## src/rtl/clock_ratio_monitor_if.sv

```systemverilog
// Signal bundle between a slow-clock source and the clock ratio monitor.
// The master drives the monitored clock; the slave (the monitor) reports
// the measured period, lock status and missing-clock timeout.
interface clock_ratio_monitor_if #(
    parameter int CNT_W = 5
);
    logic             sig_in;
    logic [CNT_W-1:0] period;
    logic             period_valid;
    logic             locked;
    logic             timeout;

    modport master (
        output sig_in,
        input  period,
        input  period_valid,
        input  locked,
        input  timeout
    );

    modport slave (
        input  sig_in,
        output period,
        output period_valid,
        output locked,
        output timeout
    );
endinterface

```

## src/rtl/clock_ratio_monitor.sv

```systemverilog
// Clock ratio monitor: measures the period of a slow, asynchronous clock
// (sig_in) in clk_in cycles, compares it with the expected CLK_IN/CLK_OUT
// ratio, and reports lock and a missing-clock timeout. All outputs are
// registered; sig_in only reaches logic through the synchronizer chain.
module clock_ratio_monitor #(
    parameter int CLK_IN      = 100,
    parameter int CLK_OUT     = 10,
    parameter int TOLERANCE   = 1,
    parameter int LOCK_COUNT  = 4,
    parameter int SYNC_STAGES = 2
) (
    input  logic                  clk_in,
    input  logic                  rst,
    clock_ratio_monitor_if.slave  bus
);

    localparam int EXP     = CLK_IN / CLK_OUT;
    localparam int MAX     = 2 * EXP;
    localparam int CNT_W   = $clog2(MAX + 1);
    localparam int MATCH_W = $clog2(LOCK_COUNT + 1);

    localparam logic [CNT_W-1:0]   TOL_LO   = CNT_W'(EXP - TOLERANCE);
    localparam logic [CNT_W-1:0]   TOL_HI   = CNT_W'(EXP + TOLERANCE);
    localparam logic [CNT_W-1:0]   CNT_LAST = CNT_W'(MAX - 1);
    localparam logic [MATCH_W-1:0] MATCH_FULL = MATCH_W'(LOCK_COUNT);

    typedef enum logic [1:0] {
        IDLE    = 2'd0,
        MEASURE = 2'd1,
        LOCKED  = 2'd2
    } state_t;

    state_t               state_reg, state_next;
    logic [SYNC_STAGES-1:0] sync_reg;
    logic                 prev_reg;
    logic [CNT_W-1:0]     cnt_reg, cnt_next;
    logic [MATCH_W-1:0]   match_reg, match_next;
    logic [CNT_W-1:0]     period_reg, period_next;
    logic                 period_valid_reg, period_valid_next;
    logic                 locked_reg, locked_next;
    logic                 timeout_reg, timeout_next;

    logic                 sync_out;
    logic                 sig_rise;
    logic [CNT_W-1:0]     n_val;
    logic                 in_tol;
    logic [MATCH_W-1:0]   match_inc;

    assign sync_out = sync_reg[SYNC_STAGES-1];
    assign sig_rise = sync_out & ~prev_reg;

    // Synchronize sig_in into clk_in and keep the previous sample for edge detection
    always_ff @(posedge clk_in) begin
        if (rst) begin
            sync_reg <= '0;
            prev_reg <= 1'b0;
        end else begin
            sync_reg <= {sync_reg[SYNC_STAGES-2:0], bus.sig_in};
            prev_reg <= sync_out;
        end
    end

    // State, counters and registered outputs
    always_ff @(posedge clk_in) begin
        if (rst) begin
            state_reg        <= IDLE;
            cnt_reg          <= '0;
            match_reg        <= '0;
            period_reg       <= '0;
            period_valid_reg <= 1'b0;
            locked_reg       <= 1'b0;
            timeout_reg      <= 1'b0;
        end else begin
            state_reg        <= state_next;
            cnt_reg          <= cnt_next;
            match_reg        <= match_next;
            period_reg       <= period_next;
            period_valid_reg <= period_valid_next;
            locked_reg       <= locked_next;
            timeout_reg      <= timeout_next;
        end
    end

    // Next-state logic: measure on each detected rising edge, time out when none arrives
    always_comb begin
        state_next        = state_reg;
        cnt_next          = cnt_reg;
        match_next        = match_reg;
        period_next       = period_reg;
        period_valid_next = 1'b0;
        locked_next       = locked_reg;
        timeout_next      = 1'b0;

        // cnt never exceeds MAX-1, so cnt+1 always fits in CNT_W
        n_val     = cnt_reg + CNT_W'(1);
        in_tol    = (n_val >= TOL_LO) && (n_val <= TOL_HI);
        match_inc = (match_reg == MATCH_FULL) ? match_reg : match_reg + MATCH_W'(1);

        case (state_reg)
            IDLE: begin
                // A single edge only starts the measurement; it defines no period yet
                cnt_next = '0;
                if (sig_rise) begin
                    state_next = MEASURE;
                end
            end
            MEASURE, LOCKED: begin
                if (sig_rise) begin
                    // An edge wins over a coincident timeout (period = MAX is reported)
                    cnt_next          = '0;
                    period_next       = n_val;
                    period_valid_next = 1'b1;
                    if (in_tol) begin
                        match_next = match_inc;
                        if (match_inc == MATCH_FULL) begin
                            locked_next = 1'b1;
                            state_next  = LOCKED;
                        end else begin
                            state_next  = MEASURE;
                        end
                    end else begin
                        match_next  = '0;
                        locked_next = 1'b0;
                        state_next  = MEASURE;
                    end
                end else if (cnt_reg == CNT_LAST) begin
                    // Clock missing for MAX cycles: drop lock and wait for a fresh edge
                    timeout_next = 1'b1;
                    locked_next  = 1'b0;
                    match_next   = '0;
                    cnt_next     = '0;
                    state_next   = IDLE;
                end else begin
                    cnt_next = cnt_reg + CNT_W'(1);
                end
            end
            default: begin
                state_next  = IDLE;
                cnt_next    = '0;
                match_next  = '0;
                locked_next = 1'b0;
            end
        endcase
    end

    assign bus.period       = period_reg;
    assign bus.period_valid = period_valid_reg;
    assign bus.locked       = locked_reg;
    assign bus.timeout      = timeout_reg;

endmodule

```

## src/flat_wrapper.sv

```systemverilog
// flat-port wrapper written by rule: the top's interface ports become plain ports
module clock_ratio_monitor_flat 
#(
    parameter int CLK_IN      = 100,
    parameter int CLK_OUT     = 10,
    parameter int TOLERANCE   = 1,
    parameter int LOCK_COUNT  = 4,
    parameter int SYNC_STAGES = 2
)
  (clk_in, rst, bus_sig_in, bus_period, bus_period_valid, bus_locked, bus_timeout);
  clock_ratio_monitor_if #(.CNT_W(5)) bus_i ();
  input  logic clk_in;
  input  logic rst;
  input wire logic [$bits(bus_i.sig_in)-1:0] bus_sig_in;
  output wire logic [$bits(bus_i.period)-1:0] bus_period;
  output wire logic [$bits(bus_i.period_valid)-1:0] bus_period_valid;
  output wire logic [$bits(bus_i.locked)-1:0] bus_locked;
  output wire logic [$bits(bus_i.timeout)-1:0] bus_timeout;
  assign bus_i.sig_in = bus_sig_in;
  assign bus_period = bus_i.period;
  assign bus_period_valid = bus_i.period_valid;
  assign bus_locked = bus_i.locked;
  assign bus_timeout = bus_i.timeout;
  clock_ratio_monitor #(.CLK_IN(CLK_IN), .CLK_OUT(CLK_OUT), .TOLERANCE(TOLERANCE), .LOCK_COUNT(LOCK_COUNT), .SYNC_STAGES(SYNC_STAGES)) u_core (.clk_in(clk_in), .rst(rst), .bus(bus_i));
endmodule
```

## config.mk

```make
export PLATFORM = sky130hd
export DESIGN_NAME = clock_ratio_monitor_flat
export DESIGN_NICKNAME = d
export VERILOG_FILES = /design/src/rtl/clock_ratio_monitor_if.sv /design/src/rtl/clock_ratio_monitor.sv /design/src/flat_wrapper.sv
export SDC_FILE = /design/constraint.sdc
export NUM_CORES = 1
export LEC_CHECK = 0
export ABC_CLOCK_PERIOD_IN_PS = 5500
export BUFFER_PORTS_ARGS = -buffer_cell sky130_fd_sc_hd__buf_2
export CAP_MARGIN = 20
export CELL_PAD_IN_SITES_DETAIL_PLACEMENT = 0
export CELL_PAD_IN_SITES_GLOBAL_PLACEMENT = 2
export CORE_ASPECT_RATIO = 0.5
export CORE_UTILIZATION = 25
export DETAILED_ROUTE_END_ITERATION = 12
export PLACE_DENSITY = 0.58
export REMOVE_ABC_BUFFERS = 1
export SYNTH_ARGS = -nofsm -noshare
export SYNTH_HDL_FRONTEND = slang
export SYNTH_SLANG_ARGS = --single-unit
```

## constraint.sdc

```tcl
create_clock -name clk_in -period 5.5 [get_ports clk_in]
set_input_delay 0.275 -clock clk_in [delete_from_list [all_inputs] [get_ports clk_in]]
set_output_delay 0.275 -clock clk_in [all_outputs]
set_load 0.01 [all_outputs]
```

==> PnR_summary.wiki <==
{| class="wikitable"
! Metric !! Value
|-
| Proportion of layout cells with a drive suffix above 1 || ~18%
|-
| Post-DR wirelength/cell || 11.4 microns
|-
| Final antenna diode count || 0
|-
| Crit Path Max Fanout || 7
|-
| Global route overflow || 0
|-
| Reg-to-reg slack, setup || ~3.3 ns
|-
| Detailed Routing Iterations Pass 1 || 4
|-
| Overall die width || approximately 91 microns
|-
| CTS hold repair buffers || 0
|-
| Number of antenna violations at the first check in global routing || 0
|-
| H-Tree Depth || 1
|-
| DP HPWL || approximately 1.5 mm
|-
| Clock share of power || roughly 38%
|-
| Layout overhead on the synthesized area || 15.4%
|-
| Max-Cap Viols || 0
|-
| Status || finished, final reports clean
|-
| Library cells used by synthesis || 34
|-
| 1st-iter DRT viols || 13
|-
| Routability cong. || 0.671
|-
| Cell type with the highest aggregate area in the netlist || sky130_fd_sc_hd__dfxtp_1
|-
| Wire length of the first global-routing pass || roughly 3.3 mm
|-
| Number of design rule violations left after detail routing || 0
|-
| Number of buffers on the longest clock path || 2
|-
| Flops & latches, synth || 21
|-
| Sequential share of the synthesized area || 42.7%
|-
| Kind of launch point of the worst setup path || register
|-
| Top cells by area, synth || sky130_fd_sc_hd__dfxtp_1 (43%), sky130_fd_sc_hd__ha_1 (8.9%), sky130_fd_sc_hd__nor2_1 (5.7%), sky130_fd_sc_hd__a211oi_1 (3.8%), sky130_fd_sc_hd__inv_1 (3.0%)
|-
| Starting utilization of the core area || a little over a quarter
|-
| Cell Rows || 15
|-
| Setup Buffers After CTS || 0
|-
| Filler Cells Inserted || 405
|-
| Die Footprint || ~4200 sq um
|-
| Placed standard-cell area || ~1100 sq um
|-
| Total vias in the final route || between 700 and 800
|-
| Post-synth design cell area || between 900 and 1000 sq um
|-
| Total I/O pin count || 11
|-
| Required time of the critical path || between 5 and 6 ns
|-
| Post-cts gate resize count || 0
|-
| Arrival time worst endpoint || 2.34 ns
|-
| Hold Crit Start || bus_sig_in
|-
| CTS sink cnt || 21
|-
| Areal power density over the cells || about 240 nW/um^2
|-
| Post-Route Setup TNS || 0 ns
|-
| Share of the clock period used by the worst path after layout || 39.3%
|-
| Share of the synthesized area in the top cell type || a little over two fifths
|-
| Fraction of power spent switching nets || between 20% and 30%
|-
| Number of global-route vias before repair || a little over 700
|-
| Number of routed nets with antenna violations || 0
|-
| Setup clock skew after layout || 0.00697 ns
|-
| Clock buffers created by TritonCTS || 3
|-
| Maximum number of pins on one net before global-route repair || 15
|-
| Clock Root Buffer || sky130_fd_sc_hd__clkbuf_8
|-
| Quantity of I/O buffers inserted on ports || 10
|-
| Mapped Cells || 108
|-
| Seq pwr share || 57.6%
|-
| Hold WC Path Type || primary input to register
|-
| Core box area || between 3000 and 4000 sq um
|-
| Clock slew at the register clock pins of the worst setup and hold paths || 0.08 ns
|-
| Vias per cell || around 4.5
|-
| Clock latency on the worst-skew pair || around 0.26 ns
|-
| Number of endpoints failing setup at the final stage || 0
|-
| Crit path launch || u_core.cnt_reg[0]$_SDFF_PP0_
|-
| R2r startpoint || u_core.cnt_reg[0]$_SDFF_PP0_
|-
| Leakage power figure || approximately 0.4 nW
|-
| Transition at the pin with the smallest max-transition slack || between 0.6 and 0.7 ns
|-
| Min Tclk post-route || about 2.2 ns
|-
| Hold Violations, Final || 0
|-
| Final instance area || ~1100 sq um
|-
| Internal power consumption || 0.000210 W
|-
| Ys Warns || 0
|-
| GRT Total Usage || a little over a tenth
|-
| Final max-slew violation count || 0
|-
| Average instance area after synthesis || approximately 9.1 sq um
|-
| Sort of element at the end of the critical path || register
|-
| Combinational cell fraction of total power || ~4.8%
|-
| TritonCTS clock tree || done
|-
| Switching power || 0.0000592 W
|-
| Worst Setup Path Type || register to register
|-
| RSZ-0062 raised after global routing || no
|-
| Die span in y || approximately 46 microns
|-
| Total Routed Length || a little under 2 mm
|-
| Fin nets || about 130
|-
| Worst slew margin || a little under three fifths
|-
| Peak clock frequency supported by timing || approximately 460 MHz
|-
| Peak supply drop || between 0.00006 and 0.00007 V
|}
==> synthesized netlist by cell type <==
library cell,n
sky130_fd_sc_hd__or3b_2,1
sky130_fd_sc_hd__nor4_1,1
sky130_fd_sc_hd__nand2b_1,1
sky130_fd_sc_hd__nand4_1,3
sky130_fd_sc_hd__dfxtp_1,21
sky130_fd_sc_hd__o22ai_1,1
sky130_fd_sc_hd__a2111oi_4,1
sky130_fd_sc_hd__inv_1,8
sky130_fd_sc_hd__o21ai_1,2
sky130_fd_sc_hd__o311ai_1,1
sky130_fd_sc_hd__nand3b_1,2
sky130_fd_sc_hd__nor4b_1,1
sky130_fd_sc_hd__nand2_2,1
sky130_fd_sc_hd__xnor2_1,1
sky130_fd_sc_hd__xor2_1,2
sky130_fd_sc_hd__nor3b_1,1
sky130_fd_sc_hd__a21oi_1,5
sky130_fd_sc_hd__nor2b_1,4
sky130_fd_sc_hd__or3_4,1
sky130_fd_sc_hd__nand4bb_1,1
sky130_fd_sc_hd__a21bo_2,1
sky130_fd_sc_hd__nor3_1,1
sky130_fd_sc_hd__nor2_1,15
sky130_fd_sc_hd__ha_1,7
sky130_fd_sc_hd__and2_1,1
sky130_fd_sc_hd__nand3_2,1
sky130_fd_sc_hd__nand2_1,7
sky130_fd_sc_hd__clkbuf_1,2
sky130_fd_sc_hd__o21ai_0,3
sky130_fd_sc_hd__a31oi_1,2
sky130_fd_sc_hd__a211oi_2,1
sky130_fd_sc_hd__a211oi_1,5
sky130_fd_sc_hd__a21o_2,1
sky130_fd_sc_hd__nand3_1,2
==> cells in the final DEF, fill, tap and decap left out, drive strengths merged, types with 2 or more instances in the layout <==
cell and count:
nand3b 2, a21oi 5, xor2 2, nand4 3, nand2 8, ha 7, nand3 3, dfxtp 21
buf 10, nor2b 4, nor2 15, a31oi 2, a211oi 6, clkbuf 4, inv 8, o21ai 5
==> per-stage QoR <==
stage          hold slack (ns)  power, W  std cells  worst slack, ns  util, %
2_1_floorplan            0.340  0.000167        106             3.57        -
3_3_place_gp             0.417  0.000173        167             3.39     30.3
3_5_place_dp             0.432  0.000172        167             3.36     30.3
4_1_cts                  0.217  0.000277        171             3.31     31.5
5_1_grt                  0.238  0.000287        171             3.09     31.5
6_report                 0.227  0.000269        171             3.34     31.5
==> layer usage <==
metal | GRT usage, % | vias to the layer above | routed length, microns
met5 | 0 | - | 0
met3 | 3.96 | 2 | 62
li1 | - | 404 | -
met2 | 18.2 | 9 | 833
met1 | 12.9 | 363 | 1050
met4 | 5.81 | 0 | 7
==> final cells by class <==
| type | count | area (sq um) | share of cell area [%] |
|---|---|---|---|
| multi-input combinational | 77 | 527 | 46.4 |
| sequential | 21 | 420 | 37.0 |
| tap | 51 | 63.8 | 5.62 |
| timing repair buffer | 10 | 50.0 | 4.41 |
| clock buffer | 4 | 45.0 | 3.96 |
| inverter | 8 | 30.0 | 2.64 |
==> final timing paths <==
kind              cells past startpoint                               end
setup / recovery                      6  u_core.match_reg[2]$_SDFFE_PP0P_
hold / removal                        2     u_core.sync_reg[0]$_SDFF_PP0_
setup reg to reg                      6  u_core.match_reg[2]$_SDFFE_PP0P_
hold reg to reg                       1     u_core.sync_reg[1]$_SDFF_PP0_
==> power by group through the flow <==
stage | logic (W) | clock network, W | registers [W]
after floorplan | 0.00000822 | 0 | 0.000159
after global placement | 0.0000138 | 0 | 0.000159
after detailed placement | 0.0000133 | 0 | 0.000159
after CTS | 0.0000133 | 0.000109 | 0.000155
after global routing | 0.0000148 | 0.000116 | 0.000156
final | 0.0000129 | 0.000101 | 0.000155
==> cell families after synthesis <==
| family | synth area share [%] |
|---|---|
| simple gates | 24.3 |
| compound gates | 17.7 |
| xor+xnor | 2.67 |
| buf+inv | 3.81 |
| fa+ha+maj | 8.89 |
| flops | 42.7 |
==> critical path, cell delays in order (launching register included) <==
cell                        delay, ns
sky130_fd_sc_hd__dfxtp_1         0.38
sky130_fd_sc_hd__ha_1            0.29
sky130_fd_sc_hd__xnor2_1         0.31
sky130_fd_sc_hd__o311ai_1        0.23
sky130_fd_sc_hd__a2111oi_4       0.56
sky130_fd_sc_hd__nand2_2         0.09
sky130_fd_sc_hd__a211oi_2        0.22
No activity file was read; power rests on OpenSTA's default activity.
